### config.mk
export PLATFORM = sky130hd
export DESIGN_NAME = img_rsz_pxl_buf
export DESIGN_NICKNAME = d
export VERILOG_FILES = /design/src/rtl/img_rsz_pxl_buf.sv
export SDC_FILE = /design/constraint.sdc
export NUM_CORES = 1
export LEC_CHECK = 0
export CAP_MARGIN = 20
export CELL_PAD_IN_SITES_DETAIL_PLACEMENT = 2
export CELL_PAD_IN_SITES_GLOBAL_PLACEMENT = 2
export CORE_AREA = 5 5 282 284
export DETAILED_ROUTE_END_ITERATION = 12
export DIE_AREA = 0 0 287 289
export PLACE_DENSITY_LB_ADDON = 0.1
export SLEW_MARGIN = 25
export SYNTH_ARGS = -nofsm -noshare
export SYNTH_HDL_FRONTEND = slang
export SYNTH_SLANG_ARGS = --single-unit
### constraint.sdc
create_clock -name Clk -period 9.3 [get_ports Clk]
set_input_delay 2.325 -clock Clk [delete_from_list [all_inputs] [get_ports Clk]]
set_output_delay 2.325 -clock Clk [all_outputs]
set_load 0.03 [all_outputs]
### src/rtl/img_rsz_pxl_buf.sv
// img_rsz_pxl_buf
// Ping-pong row buffer behind the resize compute engine. Captures resized
// pixels tagged with one-hot column/row masks (no backpressure upstream),
// and streams complete rows out in raster order on a valid/ready interface.
//
// Ports:
//   Clk, Reset      - clock, synchronous active-high reset
//   CeRszPxlData    - incoming resized pixel (colour c at [c*W +: W])
//   CeRszPxlXMsk    - one-hot column of the incoming pixel
//   CeRszPxlYMsk    - one-hot row of the incoming pixel
//   CeCompVld       - incoming pixel strobe
//   RszPxlData      - outgoing pixel
//   RszPxlVld       - outgoing pixel valid
//   RszPxlRdy       - consumer ready
//   RszPxlLastCol   - outgoing beat is the last column of its row
//   RszPxlLastRow   - outgoing beat belongs to the last image row
//   RszImgComp      - one-cycle pulse after the final beat of the image
//   BufErr          - sticky: a write was dropped (bad mask, bank busy, row mismatch)
module img_rsz_pxl_buf #(
  parameter int RSZ_IMG_WIDTH_SIZE  = 16,
  parameter int RSZ_IMG_HEIGHT_SIZE = 16,
  parameter int PXL_PRIM_COLOR_NUM  = 3,
  parameter int PXL_PRIM_COLOR_W    = 8
) (
  input  logic                                           Clk,
  input  logic                                           Reset,
  input  logic [PXL_PRIM_COLOR_NUM*PXL_PRIM_COLOR_W-1:0] CeRszPxlData,
  input  logic [RSZ_IMG_WIDTH_SIZE-1:0]                  CeRszPxlXMsk,
  input  logic [RSZ_IMG_HEIGHT_SIZE-1:0]                 CeRszPxlYMsk,
  input  logic                                           CeCompVld,
  output logic [PXL_PRIM_COLOR_NUM*PXL_PRIM_COLOR_W-1:0] RszPxlData,
  output logic                                           RszPxlVld,
  input  logic                                           RszPxlRdy,
  output logic                                           RszPxlLastCol,
  output logic                                           RszPxlLastRow,
  output logic                                           RszImgComp,
  output logic                                           BufErr
);

  localparam int DW = PXL_PRIM_COLOR_NUM * PXL_PRIM_COLOR_W;
  localparam int XW = (RSZ_IMG_WIDTH_SIZE  > 1) ? $clog2(RSZ_IMG_WIDTH_SIZE)  : 1;
  localparam int RW = (RSZ_IMG_HEIGHT_SIZE > 1) ? $clog2(RSZ_IMG_HEIGHT_SIZE) : 1;
  localparam int NW = RW + 1;  // next-row counters run past the last row

  typedef enum logic [1:0] {
    BANK_FREE,
    BANK_FILL,
    BANK_FULL
  } bankState_t;

  bankState_t                    bankState [2];
  logic [RW-1:0]                 bankTag   [2];
  logic [RSZ_IMG_WIDTH_SIZE-1:0] fillMap   [2];
  logic [NW-1:0]                 nextRow   [2];
  logic [DW-1:0]                 pxlMem    [2][RSZ_IMG_WIDTH_SIZE];

  logic [RW-1:0] drainRow;
  logic [XW-1:0] drainCol;
  logic          drainBank;

  logic [XW-1:0]                 wrCol;
  logic [RW-1:0]                 wrRow;
  logic                          wrBank;
  logic                          wrMskOk;
  logic                          wrBankOk;
  logic                          wrAcc;
  logic                          wrRej;
  logic [RSZ_IMG_WIDTH_SIZE-1:0] wrNewMap;
  logic                          xfer;

  // One-hot to binary decode of the write masks.
  always_comb begin
    wrCol = '0;
    for (int unsigned i = 0; i < RSZ_IMG_WIDTH_SIZE; i++) begin
      if (CeRszPxlXMsk[i]) wrCol = XW'(i);
    end
    wrRow = '0;
    for (int unsigned i = 0; i < RSZ_IMG_HEIGHT_SIZE; i++) begin
      if (CeRszPxlYMsk[i]) wrRow = RW'(i);
    end
  end

  always_comb begin
    wrBank   = wrRow[0];
    wrMskOk  = $onehot(CeRszPxlXMsk) && $onehot(CeRszPxlYMsk);
    wrBankOk = ((bankState[wrBank] == BANK_FREE) && (nextRow[wrBank] == {1'b0, wrRow})) ||
               ((bankState[wrBank] == BANK_FILL) && (bankTag[wrBank] == wrRow));
    wrAcc    = CeCompVld && wrMskOk && wrBankOk;
    wrRej    = CeCompVld && !wrAcc;
    wrNewMap = fillMap[wrBank] | CeRszPxlXMsk;
  end

  // Stream outputs are decoded straight from registered bank state so the
  // first beat appears the cycle after the completing write.
  always_comb begin
    drainBank     = drainRow[0];
    RszPxlVld     = (bankState[drainBank] == BANK_FULL) && (bankTag[drainBank] == drainRow);
    RszPxlData    = pxlMem[drainBank][drainCol];
    RszPxlLastCol = (drainCol == XW'(RSZ_IMG_WIDTH_SIZE - 1));
    RszPxlLastRow = (drainRow == RW'(RSZ_IMG_HEIGHT_SIZE - 1));
    xfer          = RszPxlVld && RszPxlRdy;
  end

  // Pixel storage needs no reset: the fill bitmaps gate what is ever read.
  always_ff @(posedge Clk) begin
    if (wrAcc) pxlMem[wrBank][wrCol] <= CeRszPxlData;
  end

  // A draining bank is FULL and therefore rejects writes, so the write and
  // drain updates below never target the same bank in one cycle.
  always_ff @(posedge Clk) begin
    if (Reset) begin
      for (int unsigned b = 0; b < 2; b++) begin
        bankState[b] <= BANK_FREE;
        bankTag[b]   <= '0;
        fillMap[b]   <= '0;
      end
      nextRow[0] <= '0;
      nextRow[1] <= NW'(1);
      drainRow   <= '0;
      drainCol   <= '0;
      RszImgComp <= 1'b0;
      BufErr     <= 1'b0;
    end else begin
      RszImgComp <= xfer && RszPxlLastCol && RszPxlLastRow;
      if (wrRej) BufErr <= 1'b1;

      if (wrAcc) begin
        fillMap[wrBank]   <= wrNewMap;
        bankTag[wrBank]   <= wrRow;
        bankState[wrBank] <= (&wrNewMap) ? BANK_FULL : BANK_FILL;
      end

      if (xfer) begin
        if (RszPxlLastCol) begin
          drainCol             <= '0;
          bankState[drainBank] <= BANK_FREE;
          fillMap[drainBank]   <= '0;
          if (RszPxlLastRow) begin
            drainRow   <= '0;
            nextRow[0] <= '0;
            nextRow[1] <= NW'(1);
          end else begin
            drainRow           <= drainRow + RW'(1);
            nextRow[drainBank] <= nextRow[drainBank] + NW'(2);
          end
        end else begin
          drainCol <= drainCol + XW'(1);
        end
      end
    end
  end

endmodule
==> out/metrics.sh <==
DRT_ITER0_DRC=1662
DETAIL_ROUTE.VIAS_PER_CELL=6.05
POST_CTS.REPAIR.SETUP_BUFFERS=0
START_UTIL=0.433
MIN_PERIOD_OVER_PERIOD=0.916
SETUP_REPAIR_AFTER_GLOBAL_ROUTING_MISSED_ITS_MARGIN='no'
CLOCKROOTBUFFER='clkbuf_16'
SYNTHTOPCELLSBYAREA='edfxtp_1, mux4_2, dfxtp_1'
DIE_AREA_MM2=0.0829
POST_LAYOUT_NONFILLER_INSTANCES=2876
MOST_REPEATED_CELL_IN_THE_GATE_LEVEL_NETLIST_AFTER_SYNTHESIS='edfxtp_1'
SYNTH-SEQ-CELLS=833
WIRELENGTH_PER_CELL_UM=35.5
TIMING.HOLD.WS_NS=0.466
HOLD_VIOLATION_TOTAL_FROM_THE_FINAL_REPORT=0
SYNTHDOMINANTAREACELLTYPE='edfxtp_1'
OUTCOME='finished clean'
CP_STARTPOINT_KIND='input pin'
FIN_TNS_SETUP_NS=0
WORST_CLOCK_SKEW_NS=0.0288
FINAL_ANTENNA_NET_COUNT=0
YS_TOP_CELLS_BY_COUNT='edfxtp_1, mux4_2, nor2_1, clkbuf_1, inv_1'
WORSTSETUPPATHTYPE='input pin to register'
CTS.REPORTEDPATHS.CLKPINSLEW_NS=0.06
DRT_FIRST_PASS_ITERS=5
MAX_CAP_VIOL_COUNT=0
PERIOD_NEEDED_NS=8.52
SYNTH_EDF_COUNT=786
H-TREE-DEPTH=3
CTS_MAX_PATH_BUFFERS=3
HPWL_UM=60700
WORST_PATH_ARRIVAL_NS=8.79
SYNTH_COMPOUND_AREA_FRAC=0.0210
SYNTH-ADDER-AREA-SHARE=0.0169
SETUP-VIOLATIONS-FINAL=0
VIA_COUNT=17400
LARGEST_FAMILY_OF_LOGIC_CELLS_BY_SYNTHESIZED_AREA='multiplexers'
POSTSYNTH.TOPFLOPCELL='edfxtp_1'
MIN_PATH_TYPE='register to register'
ACHIEVABLE-FREQUENCY_MHz=117
SYN-CELL-AREA_MM2=0.0333
DP_CELLS=2714
AVGSYNTHCELLAREA_UM2=20.9
DIE_HEIGHT_UM=289
YOSYS_WARNINGS=0
SYNTH.DISTINCT_CELLS=64
GLOBAL_ROUTE.USAGE.TOTAL=0.250
CHIPWIDTH_UM=287
DRV_SLEW=0
CTS.REPAIR.RESIZED=0
SYN-NUM-NETS=1686
CRITICAL_PATH_REQUIRED_NS=9.57
NUM_ROWS=102
OVERFLOW_LEFT_AFTER_GLOBAL_ROUTING=0
CTS-HOLD-FIX-BUFFERS=0
NUMBER_OF_GLOBAL_ROUTE_VIAS_BEFORE_REPAIR=19200
DETAILED_ROUTE_WL_UM=102000
GPL.FINAL_WEIGHTED_CONGESTION=0.765
SYNTH-ASYNC-RESET-RATIO=0
GRT_FIRST_PASS_WIRELENGTH_UM=148000
MIN_PATH_CELLS=2
SYNTH_SEQ_AREA_SHARE=0.737
TRITONCTS.NUM_BUFFERS=88
POWER_PER_CELL_AREA_mW_PER_MM2=206
FINAL_NET_COUNT=1857
GRT_START_MAX_NET_PINS=144
CP_MAX_FO=22
ROUTE.DETAILED.DRC=0
POST-SYNTH-TOP-AREA-FRACTION=0.709
WORST_SKEW_PAIR.LATE_LATENCY_NS=0.65
SYNTH_SIMPLE_GATE_AREA_SHARE=0.0305
SYN_TO_FINAL_GROWTH_PCT=17.3
LEAKAGEPOWER_nW=12.0
TIMING.REG2REG.WORST_PATH_DEPTH=7
CTS.SINK_COUNT=833
WORSTMARGINPINSLEW_NS=1.03
TRITONCTS_CLOCK_TREE='built'
PARITY_GATE_SHARE_OF_THE_SYNTHESIZED_AREA_COUNTING_XOR_AND_XNOR_CELLS=0.00263
SLEW_HEADROOM=0.312
FP.COREAREA_MM2=0.0768
NUMBER_OF_ANTENNA_VIOLATIONS_AT_THE_FIRST_CHECK_IN_GLOBAL_ROUTING=8
MAX-VDD-IR-DROP_mV=0.131
TOP_LEVEL_PORTS=89
SYNTH.AREA.MUX_SHARE=0.174
LAYOUT-DRIVE-GT1-SHARE=0.287
SETUP.WORST_PATH.END_CLASS='register'
SYNTHCELLS=1593
PORT_BUFFERS=88
[worst max-delay path: stages]
cell,delay [ns]
clkdlybuf4s50_1,0.62
fa_1,0.63
inv_1,0.06
fa_1,0.47
inv_1,0.05
fa_1,0.49
inv_1,0.05
fa_1,0.47
inv_1,0.04
ha_1,0.20
fa_1,0.45
nor2b_1,0.15
nor4b_1,0.35
nand4_1,0.30
nor4_2,0.29
nand2_1,0.56
nor4_2,0.71
buf_4,0.52
[metal layers]
layer	up-vias	part of all wire	track usage
met5	-	0	0
met4	0	0.018	0.0546
met3	108	0.060	0.0390
met2	680	0.52	0.434
met1	9632	0.41	0.339
li1	6971	-	-
[layout by cell type (no fill, tap or decap), types with 23 or more instances in the layout]
master	count
mux4_2	240
clkbuf_16	89
inv_1	56
dfxtp_1	42
buf_4	73
nor2_1	72
clkinv_1	23
clkdlybuf4s50_1	84
a31oi_1	32
edfxtp_1	786
mux2_2	26
[through the flow]
step | setup slack (ns) | total power [W] | utilization | cell area (um^2)
floorplan | -0.560 | 0.00433 | - | 33300
global placement | 0.620 | 0.00447 | 0.470 | 36100
detailed placement | 0.353 | 0.00449 | 0.470 | 36100
CTS | 0.810 | 0.00815 | 0.508 | 39000
global route | 0.563 | 0.00836 | 0.508 | 39000
finish | 0.777 | 0.00806 | 0.508 | 39000
[cell type report]
type | instances | area (um^2)
clock inverters | 59 | 656
repair buffers | 169 | 1570
fillers | 6792 | 37800
flip-flops and latches | 833 | 24600
well taps | 1040 | 1300
clock buffers | 102 | 2280
diodes | 1 | 2.50
multi-input cells | 616 | 8460
inverters | 56 | 210
[final timing paths]
check	startpoint	endpoint	slack, ns
min reg2reg	fillMap[1][1]	fillMap[1][1]	0.47
max	CeRszPxlXMsk[11]	pxlMem[0][306]	0.78
min	fillMap[1][1]	fillMap[1][1]	0.47
max reg2reg	register	bankState[1][1]	5.28
[report_power, final]
part | switching (W) | leakage, nW | internal [W]
Clock | 0.00153 | 1.43 | 0.00212
Combinational | 0.000196 | 3.14 | 0.000107
Sequential | 0.00000419 | 7.46 | 0.00410
Total | 0.00173 | 12.0 | 0.00633
[state kept, by name (all words and copies together) (netlist names), named ones only]
register    cells
nextRow        10
drainCol        4
BufErr          1
pxlMem        768
bankState       4
fillMap        32
drainRow        4
RszImgComp      1
bankTag         8
[logic make-up after synthesis]
family / count (synthesis)
flops: 833
xor+xnor: 10
simple gates: 193
buf+inv: 144
fa+ha+maj: 33
other cells: 1
compound gates: 102
mux: 277
(Power assumes the default switching activity.)
